--- src/rtl/pwm_duty_ctrl_if.sv ---
// pwm_duty_ctrl_if: control/status bundle between the button front panel and pwm_duty_ctrl
//   master: drives ena, btn_inc, btn_dec; observes duty, duty_upd, at_max, at_min
//   slave : the duty controller
interface pwm_duty_ctrl_if;
  logic       ena;
  logic       btn_inc;
  logic       btn_dec;
  logic [3:0] duty;
  logic       duty_upd;
  logic       at_max;
  logic       at_min;
  modport master (output ena, btn_inc, btn_dec, input duty, duty_upd, at_max, at_min);
  modport slave  (input ena, btn_inc, btn_dec, output duty, duty_upd, at_max, at_min);
endinterface

--- src/rtl/pwm_duty_ctrl.sv ---
// pwm_duty_ctrl: debounced inc/dec buttons stepping a saturating 4-bit PWM duty command
//   clk, rst_n    : clock, synchronous active-low reset
//   bus.ena       : block enable (prescaler and button FSMs hold while low)
//   bus.btn_inc/dec: raw asynchronous buttons
//   bus.duty      : duty command, 0..DUTY_MAX
//   bus.duty_upd  : one-cycle pulse in the first cycle a new duty is visible
//   bus.at_max/min: decodes of duty==DUTY_MAX / duty==0
//   Macro PWM_DUTY_AUTO_REPEAT_EN adds auto-repeat while a key stays held.
module pwm_duty_ctrl #(
  parameter int TICK_DIV     = 4,
  parameter int DEB_TICKS    = 3,
  parameter int REPEAT_DELAY = 8,
  parameter int REPEAT_RATE  = 2,
  parameter int DUTY_MAX     = 10,
  parameter int DUTY_INIT    = 5
) (
  input logic            clk,
  input logic            rst_n,
  pwm_duty_ctrl_if.slave bus
);
  localparam int PW = $clog2(TICK_DIV);
  localparam int CW = $clog2(DEB_TICKS + 1);
  localparam logic [2:0] IDLE = 3'd0, ARM = 3'd1, HELD = 3'd2, REL = 3'd4;
`ifdef PWM_DUTY_AUTO_REPEAT_EN
  localparam logic [2:0] REPEAT = 3'd3;
  localparam int RW = $clog2((REPEAT_DELAY > REPEAT_RATE ? REPEAT_DELAY : REPEAT_RATE) + 1);
`endif
  // bit 0 = inc, bit 1 = dec
  logic [1:0] s1_q, s2_q;
  logic [1:0] step;
  logic [PW-1:0] pre_q;
  logic tick;
  logic [3:0] duty_q, duty_d;
  logic upd_q;
  logic inc_ok, dec_ok;
  always_ff @(posedge clk)
    if (!rst_n) begin
      s1_q <= '0;
      s2_q <= '0;
    end else begin
      s1_q <= {bus.btn_dec, bus.btn_inc};
      s2_q <= s1_q;
    end
  assign tick = bus.ena && pre_q == PW'(TICK_DIV - 1);
  always_ff @(posedge clk)
    if (!rst_n) pre_q <= '0;
    else if (bus.ena) pre_q <= tick ? '0 : pre_q + 1'b1;
  for (genvar i = 0; i < 2; i++) begin : g_btn
    logic [2:0] st_q, st_d;
    logic [CW-1:0] cnt_q, cnt_d;
    logic done, stp;
`ifdef PWM_DUTY_AUTO_REPEAT_EN
    logic [RW-1:0] rep_q, rep_d;
`endif
    // cnt_q holds agreeing ticks already seen; it is 0 in IDLE and HELD so one compare serves both debounces
    assign done = cnt_q == CW'(DEB_TICKS - 1);
    assign step[i] = stp;
    always_comb begin
      st_d = st_q;
      cnt_d = cnt_q;
      stp = 1'b0;
`ifdef PWM_DUTY_AUTO_REPEAT_EN
      rep_d = rep_q;
`endif
      if (tick)
        case (st_q)
          IDLE, ARM: begin
            st_d = !s2_q[i] ? IDLE : done ? HELD : ARM;
            cnt_d = (!s2_q[i] || done) ? '0 : cnt_q + 1'b1;
            stp = s2_q[i] && done;
`ifdef PWM_DUTY_AUTO_REPEAT_EN
            rep_d = '0;
`endif
          end
          HELD, REL: begin
            if (!s2_q[i]) begin
              st_d = done ? IDLE : REL;
              cnt_d = done ? '0 : cnt_q + 1'b1;
            end else if (st_q == REL) begin
              st_d = HELD;
              cnt_d = '0;
`ifdef PWM_DUTY_AUTO_REPEAT_EN
              rep_d = '0;
            end else if (rep_q == RW'(REPEAT_DELAY - 1)) begin
              st_d = REPEAT;
              rep_d = '0;
            end else begin
              rep_d = rep_q + 1'b1;
`endif
            end
          end
`ifdef PWM_DUTY_AUTO_REPEAT_EN
          REPEAT: begin
            if (!s2_q[i]) begin
              st_d = done ? IDLE : REL;
              cnt_d = done ? '0 : cnt_q + 1'b1;
            end else begin
              stp = rep_q == RW'(REPEAT_RATE - 1);
              rep_d = stp ? '0 : rep_q + 1'b1;
            end
          end
`endif
          default: begin
            st_d = IDLE;
            cnt_d = '0;
          end
        endcase
    end
    always_ff @(posedge clk)
      if (!rst_n) begin
        st_q <= IDLE;
        cnt_q <= '0;
      end else begin
        st_q <= st_d;
        cnt_q <= cnt_d;
      end
`ifdef PWM_DUTY_AUTO_REPEAT_EN
    always_ff @(posedge clk) rep_q <= !rst_n ? '0 : rep_d;
`endif
  end
  // simultaneous steps cancel; saturated steps are dropped without a pulse
  assign inc_ok = step[0] && !step[1] && duty_q < 4'(DUTY_MAX);
  assign dec_ok = step[1] && !step[0] && duty_q != 4'd0;
  assign duty_d = inc_ok ? duty_q + 4'd1 : dec_ok ? duty_q - 4'd1 : duty_q;
  always_ff @(posedge clk)
    if (!rst_n) begin
      duty_q <= 4'(DUTY_INIT);
      upd_q <= 1'b0;
    end else begin
      duty_q <= duty_d;
      upd_q <= inc_ok || dec_ok;
    end
  assign bus.duty = duty_q;
  assign bus.duty_upd = upd_q;
  assign bus.at_max = duty_q == 4'(DUTY_MAX);
  assign bus.at_min = duty_q == 4'd0;
endmodule
--- src/flat_wrapper.sv ---
// flat-port wrapper written by rule: the top's interface ports become plain ports
module pwm_duty_ctrl_flat 
#(
  parameter int TICK_DIV     = 4,
  parameter int DEB_TICKS    = 3,
  parameter int REPEAT_DELAY = 8,
  parameter int REPEAT_RATE  = 2,
  parameter int DUTY_MAX     = 10,
  parameter int DUTY_INIT    = 5
)
  (clk, rst_n, bus_ena, bus_btn_inc, bus_btn_dec, bus_duty, bus_duty_upd, bus_at_max, bus_at_min);
  pwm_duty_ctrl_if bus_i ();
  input logic clk;
  input logic rst_n;
  input wire logic [$bits(bus_i.ena)-1:0] bus_ena;
  input wire logic [$bits(bus_i.btn_inc)-1:0] bus_btn_inc;
  input wire logic [$bits(bus_i.btn_dec)-1:0] bus_btn_dec;
  output wire logic [$bits(bus_i.duty)-1:0] bus_duty;
  output wire logic [$bits(bus_i.duty_upd)-1:0] bus_duty_upd;
  output wire logic [$bits(bus_i.at_max)-1:0] bus_at_max;
  output wire logic [$bits(bus_i.at_min)-1:0] bus_at_min;
  assign bus_i.ena = bus_ena;
  assign bus_i.btn_inc = bus_btn_inc;
  assign bus_i.btn_dec = bus_btn_dec;
  assign bus_duty = bus_i.duty;
  assign bus_duty_upd = bus_i.duty_upd;
  assign bus_at_max = bus_i.at_max;
  assign bus_at_min = bus_i.at_min;
  pwm_duty_ctrl #(.TICK_DIV(TICK_DIV), .DEB_TICKS(DEB_TICKS), .REPEAT_DELAY(REPEAT_DELAY), .REPEAT_RATE(REPEAT_RATE), .DUTY_MAX(DUTY_MAX), .DUTY_INIT(DUTY_INIT)) u_core (.clk(clk), .rst_n(rst_n), .bus(bus_i));
endmodule
--- config.mk ---
export PLATFORM = sky130hd
export DESIGN_NAME = pwm_duty_ctrl_flat
export DESIGN_NICKNAME = d
export VERILOG_FILES = /design/src/rtl/pwm_duty_ctrl_if.sv /design/src/rtl/pwm_duty_ctrl.sv /design/src/flat_wrapper.sv
export SDC_FILE = /design/constraint.sdc
export NUM_CORES = 1
export LEC_CHECK = 0
export BUFFER_PORTS_ARGS = -buffer_cell sky130_fd_sc_hd__clkbuf_2
export CORE_MARGIN = 8
export CORE_UTILIZATION = 45
export DETAILED_ROUTE_END_ITERATION = 8
export SYNTH_ARGS = -nofsm -noshare
export SYNTH_HDL_FRONTEND = slang
export SYNTH_SLANG_ARGS = --single-unit
--- constraint.sdc ---
create_clock -name clk -period 3.35 [get_ports clk]
set_input_delay 0 -clock clk [delete_from_list [all_inputs] [get_ports clk]]
set_output_delay 0 -clock clk [all_outputs]
set_load 0.005 [all_outputs]
==> results by group, run 1 <==
Status
  – Outcome: completed

Critical path
  – Critical path's top delay family: simple AND/OR/NAND/NOR gates
  – Crit-path cells: inv_1 > ha_1 > nor4bb_1 > or3b_4 > or2_2 > ha_1 > a21oi_1 > nand3_1 > o22ai_1 > mux2i_1
  – Worst Path Arrival: 2920 ps
  – Required time of the critical path: 3590 ps
  – CP Capture Type: flop
  – CP max stage delay: 420 ps
  – Most used cell, CP: ha_1
  – Crit-path max FO: 5
  – WP buf/inv: 1
  – CP Launch Type: flop
  – Worst path slowest cell: or3b_4
  – Critical path type: flop to flop

Timing
  – Pins Over Slew Limit: 0
  – Final Hold Vio Count: 0
  – Clock Skews: 0.497 ps
  – Setup TNS: 0 ps
  – Final period utilization: 0.800
  – F_max: 373 MHz
  – RSZ-0062 raised after global routing: false
  – Minimum clock period: 2680 ps
  – Least-Margin Pin Slew: 554 ps
  – Final setup fails: 0
  – Relative slew slack: 0.625
  – PnR worst setup slack: 670 ps

Layout
  – Ant diodes: 0
  – Synth-to-layout area growth: 7.13%
  – # nets final: 167
  – Layout Cell Area excl Fill: 1350 µm²
  – Share of cells above drive strength 1: 0.126

Detailed routing
  – Via count: 1042
  – Drt initial violations: 132
  – TritonRoute pass-1 iters: 4
  – Antenna Violating Nets Remaining: 0
  – DRC violations left: 0
  – Vias/cell: 5.73
  – DRT Wirelength: 2440 µm
  – Detail-routed net length per standard cell: 13.4 µm

Clock network
  – H-tree levels: 1
  – Post-cts repair resize count: 0
  – Clk sink count: 21
  – Clk root buf: clkbuf_4
  – CTS clk-pin slew, worst paths: 120 ps
  – CTS tree: done
  – Number of buffers created by CTS: 3
  – Clock tree buffer depth: 2
  – Worst skew pair latency: 300 ps

Power and ir drop
  – Sequential share of power: 0.639
  – Worst vdd ir: 0.227 mV
  – Sw Pwr: 90.9 µW
  – Power Internal: 311 µW
  – Leak: 0.481 nW
  – Comb pwr share: 0.056
  – Sw Share: 0.226
  – Clock power frac: 0.305
  – Power Dens Cells: 297 nW/µm²

Yosys
  – Avg Cell Area, Syn: 8.84 µm²
  – Synth Flop Type: dfxtp_1
  – Fraction of registers with async set/reset: 0
  – Yosys reg bits: 21
  – Post-Syn Area: 1260 µm²
  – Area leader, netlist: dfxtp_1
  – Yosys Warn Count: 0
  – Mapped Cells: 143
  – Synth unique cells: 41
  – Top cell type's share of synthesized area: 0.333
  – Syn Nets: 158
  – Seq/Total Area, Yosys: 0.333
  – Ranking of synthesized cells by area: dfxtp_1 (33%), ha_1 (8.9%), nand2_1 (4.8%)
  – Post-synth EDFFs: 0

Die
  – Starting Density: 0.466
  – DIE WIDTH: 69.0 µm
  – Die area: 4760 µm²
  – Die Ht: 69.0 µm
  – Row count: 19
  – Core Box Area: 2710 µm²
  – # IOs: 12

Global route
  – Vias in the first global route: 934
  – Largest net degree at the start of global routing: 26
  – Antenna violations before repair: 0
  – Gr usage total: 0.112
  – First-pass GRT wire length: 4190 µm
  – Overflow after GRT: 0

Min path
  – Hold Crit Class: input pin to flop

Flow run
  – Max Cap Viol: 0

Place
  – Post-DP Area: 1310 µm²
  – Half-perimeter wire length after placement: 1760 µm
  – I/O Buffers: 11
  – GPL Wtd Cong: 0.809
  – Pre-CTS setup slack: 693 ps
-- synthesized netlist by cell type (3+ instances only) --
master / n
nand2b_1: 5
a21oi_1: 4
clkbuf_1: 5
inv_1: 6
ha_1: 9
nand2_1: 16
dfxtp_1: 21
and2_1: 9
a21boi_0: 5
nor2_1: 4
o22ai_1: 4
nor3_1: 3
o21ai_0: 6
mux2i_1: 3
nand3_1: 5
-- layer usage --
layer  track usage  vias up  part of all wire
met2         0.182       14              0.48
met1         0.143      502              0.48
li1              -      522                 -
met3        0.0275        4             0.029
met4        0.0376        0             0.014
met5             0        -                 0
-- worst paths after layout --
check                            end  slack (ps)  depth (start not counted)                      from
setup / recovery  u_core.bus.duty[3]         670                         10  u_core.g_btn[1].cnt_q[0]
hold / removal       u_core.pre_q[1]          80                          3                   bus_ena
setup reg to reg  u_core.bus.duty[3]         670                         10  u_core.g_btn[1].cnt_q[0]
hold reg to reg       u_core.s2_q[0]         460                          1            u_core.s1_q[0]
-- worst reg2reg max path, stage by stage (launching register included) --
cell and delay [ps]:
dfxtp_1 360, inv_1 80, ha_1 260, nor4bb_1 160, or3b_4 420, or2_2 330, ha_1 330, a21oi_1 210
nand3_1 100, o22ai_1 170, mux2i_1 200
-- state kept, by name, indices dropped and copies added (netlist names) --
signal / cells
u_core.g_btn.st_q: 6
u_core.g_btn.cnt_q: 4
u_core.s2_q: 2
u_core.s1_q: 2
u_core.bus.duty: 4
u_core.bus.duty_upd: 1
u_core.pre_q: 2
-- cells by family after synthesis --
| logic type | Yosys count | share of synthesized area |
|---|---|---|
| flops | 21 | 0.333 |
| mux | 5 | 0.0475 |
| simple gates | 59 | 0.270 |
| buf+inv | 15 | 0.0574 |
| compound gates | 30 | 0.166 |
| fa+ha+maj | 10 | 0.105 |
| xor+xnor | 3 | 0.0208 |
-- area by class of cell --
type	instances	area, µm²
sequential	21	420
multi-input combinational	107	771
tap	31	38.8
fill	268	1360
clock buffer	4	26.3
timing repair buffer	13	75.1
inverter	6	22.5
-- stage by stage --
step | instances | total power [mW] | hold slack [ps] | utilization
after floorplan | 143 | 0.276 | 127 | -
after global placement | 176 | 0.282 | 209 | 0.482
after detailed placement | 176 | 0.283 | 212 | 0.482
after CTS | 182 | 0.408 | 79.3 | 0.500
after global routing | 182 | 0.419 | 89.0 | 0.500
final | 182 | 0.402 | 84.2 | 0.500
-- cells in the final DEF, fill, tap and decap left out, types with 2 or more instances in the layout --
master,n
a21boi_0,5
a21oi_1,4
a22oi_1,2
a32oi_1,2
and2_1,9
clkbuf_2,11
clkbuf_4,3
dfxtp_1,21
dlygate4sd3_1,2
ha_1,9
inv_1,6
mux2_4,2
mux2i_1,3
nand2_1,16
nand2b_1,5
nand3_1,5
nand4b_1,2
nor2_1,4
nor2b_1,2
nor3_1,3
nor3b_1,2
nor4b_1,2
nor4bb_1,2
o21a_1,2
o21ai_0,6
o22ai_1,4
o32ai_1,2
xnor2_1,2
-- power by group through the flow --
stage	Sequential (mW)	Combinational, mW	Clock [mW]
2_1_floorplan	0.262	0.0143	0
3_5_place_dp	0.262	0.0209	0
6_report	0.257	0.0224	0.123
4_1_cts	0.257	0.0228	0.128
5_1_grt	0.258	0.0250	0.137
3_3_place_gp	0.262	0.0201	0
-- what timing repair did --
action,CTS,global route
setup buffers,0,0
hold buffers,2,0
hold endpoints to repair,2,0
Note: power is estimated with default switching activity, not from simulation.
==> run 2, diff against run 1 <==
Settings changed: PLACE_DENSITY from default to 0.66.
Clock period 3.35 ns to 2.25 ns, I/O delays scaled along.
==> results by group, run 2 (synthesis results as in run 1) <==
Status
  – Outcome: complete, but fails checks
  – Failing checks: negative setup slack

Clock network
  – CTS tree: done
  – H-tree levels: 1 (unchanged)
  – Clk sink count: 21 (unchanged)
  – Clk root buf: clkbuf_4
  – Worst skew pair latency: 300 ps (about the same)
  – Clock tree buffer depth: 2 (unchanged)
  – CTS clk-pin slew, worst paths: 120 ps (about the same)
  – Number of buffers created by CTS: 3 (unchanged)

Power and ir drop
  – Sequential share of power: 0.637 (-0.002)
  – Sw Share: 0.226 (about the same)
  – Sw Pwr: 135 µW (+48%)
  – Comb pwr share: 0.064 (+0.008)
  – Leak: 0.569 nW (+18%)
  – Worst vdd ir: 0.426 mV (+87%)
  – Power Internal: 462 µW (+49%)
  – Clock power frac: 0.298 (-0.007)
  – Power Dens Cells: 389 nW/µm² (+31%)

Layout
  – Layout Cell Area excl Fill: 1530 µm² (+13%)
  – Share of cells above drive strength 1: 0.275 (+0.150)
  – Most frequent cells in the layout: dfxtp_1 (20), nand2_1 (16), buf_4 (16)
  – Biggest register: u_core.g_btn.st_q
  – Ant diodes: 0 (unchanged)
  – Commonest non-fill, non-tap cell in the layout: dfxtp_1
  – Layout fillers: 265 (-1.1%)
  – Synth-to-layout area growth: 21.4%
  – Max FFs per register: 6 (unchanged)
  – Finished Layout Cells: 198 (+8.8%)
  – # nets final: 183 (+9.6%)

Global route
  – Overflow after GRT: 0 (unchanged)
  – Gr usage total: 0.125 (+0.0130)
  – Largest net degree at the start of global routing: 26 (unchanged)
  – First-pass GRT wire length: 4650 µm (+11%)
  – Vias in the first global route: 1097 (+17%)
  – Antenna violations before repair: 0 (unchanged)

Critical path
  – Crit-path cells: inv_2 > ha_4 > nor4bb_1 > or3b_4 > or2_4 > ha_4 > nand3_2 > a21o_1 > o22ai_2 > mux2i_1
  – CP Capture Type: flop
  – Worst Path Arrival: 2550 ps (-370 ps)
  – Most used cell, CP: ha_4
  – Required time of the critical path: 2490 ps (-1100 ps)
  – Crit-path max FO: 3 (-2)
  – Critical path's top delay family: simple AND/OR/NAND/NOR gates
  – Critical path type: flop to flop
  – CP max stage delay: 400 ps (-20 ps)
  – CP Launch Type: flop
  – WP buf/inv: 1 (unchanged)
  – Worst path slowest cell: or3b_4

Timing
  – Setup TNS: -96.8 ps (-96.8 ps)
  – Final setup fails: 2 (+2)
  – Least-Margin Pin Slew: 533 ps (-21.1 ps)
  – Clock Skews: 2.43 ps (+1.93 ps)
  – Relative slew slack: 0.640 (+0.0143)
  – Minimum clock period: 2310 ps (-368 ps)
  – Final hold slack: 95.0 ps (+10.8 ps)
  – F_max: 432 MHz (+16%)
  – PnR worst setup slack: -62.3 ps (-732 ps)
  – Final period utilization: 1.03 (+0.228)
  – Pins Over Slew Limit: 0 (unchanged)
  – Final Hold Vio Count: 0 (unchanged)
  – RSZ-0062 raised after global routing: true

Place
  – I/O Buffers: 11 (unchanged)
  – GPL Wtd Cong: 0.861 (+6.4%)
  – Placed insts: 191 (+8.5%)
  – Post-DP Area: 1470 µm² (+12%)
  – Half-perimeter wire length after placement: 2030 µm (+16%)

Min path
  – Hold Crit Class: input pin to flop

Detailed routing
  – Via count: 1100 (+5.6%)
  – Antenna Violating Nets Remaining: 0 (unchanged)
  – TritonRoute pass-1 iters: 4 (unchanged)
  – DRC violations left: 0 (unchanged)
  – DRT Wirelength: 2680 µm (+10%)
  – Vias/cell: 5.56 (-3.0%)
  – Drt initial violations: 34 (-74%)
  – Detail-routed net length per standard cell: 13.5 µm (+1.2%)

Die
  – Die area: 4760 µm² (unchanged)
  – Starting Density: 0.466 (unchanged)
  – Core Box Area: 2710 µm² (unchanged)
  – Die Ht: 69.0 µm (unchanged)
  – # IOs: 12 (unchanged)
  – Row count: 19 (unchanged)
  – DIE WIDTH: 69.0 µm (unchanged)

Flow run
  – Max Cap Viol: 0 (unchanged)
## run 2: changes by cell type in the layout (fill, tap and decap cells not counted), moves of 2 or more
cell	change
buf_4	+16
inv_2	+2
ha_4	+3
inv_1	-2
ha_1	-3
## run 2: power by group through the flow
stage	clock (mW)	sequential [mW]	combinational (mW)
floorplan	0	0.389	0.0215
global placement	0	0.389	0.0338
detailed placement	0	0.389	0.0360
CTS	0.183	0.381	0.0388
global route	0.205	0.382	0.0430
finish	0.178	0.381	0.0384
## run 2: final cells by class
type	instances	area (µm²)	area share
multi-input cells	107	828	0.540
flip-flops and latches	21	422	0.275
repair buffers	29	195	0.127
well taps	31	38.8	0.0253
clock buffers	3	22.5	0.0147
inverters	6	22.5	0.0147
clock inverters	1	5.00	0.00326
## run 2: worst paths after layout
kind / slack (ps) / start / end / cells after the start
worst min register to register: 460 / u_core.s1_q[1] / u_core.s2_q[1] / 1
worst max-delay path: -60 / u_core.g_btn[1].cnt_q[0] / u_core.bus.duty[3] / 10
worst min-delay path: 100 / bus_ena / u_core.pre_q[1] / 3
worst max register to register: -60 / u_core.g_btn[1].cnt_q[0] / u_core.bus.duty[3] / 10
## run 2: through the flow
| step | setup WS, ps | utilization | total power [mW] |
|---|---|---|---|
| floorplan | -45.9 | - | 0.411 |
| global placement | -27.9 | 0.542 | 0.423 |
| global route | -164 | 0.566 | 0.630 |
| CTS | -68.9 | 0.563 | 0.603 |
| finish | -62.3 | 0.566 | 0.597 |
| detailed placement | -91.3 | 0.542 | 0.425 |
## run 2: what timing repair did
action | CTS | global route
hold buffers | 2 | 0
setup endpoints to repair | 2 | 3
gates resized for setup | 2 | 0
setup buffers | 0 | 1
endpoints found under the hold margin | 2 | 0
pin swaps | 3 | 1
## run 2: metal layers
metal	up-vias	share of wire	GRT usage	wire length (µm)
met5	-	0	0	0
li1	554	-	-	-
met3	4	0.023	0.0226	62
met4	0	0.013	0.0501	34
met1	523	0.47	0.146	1250
met2	19	0.50	0.221	1330
## run 2: worst register-to-register path, cell delays in order, from the launching register on
cell and delay, ps:
dfxtp_2 350, inv_2 50, ha_4 150, nor4bb_1 140
or3b_4 400, or2_4 260, ha_4 300, nand3_2 80
a21o_1 180, o22ai_2 150, mux2i_1 190
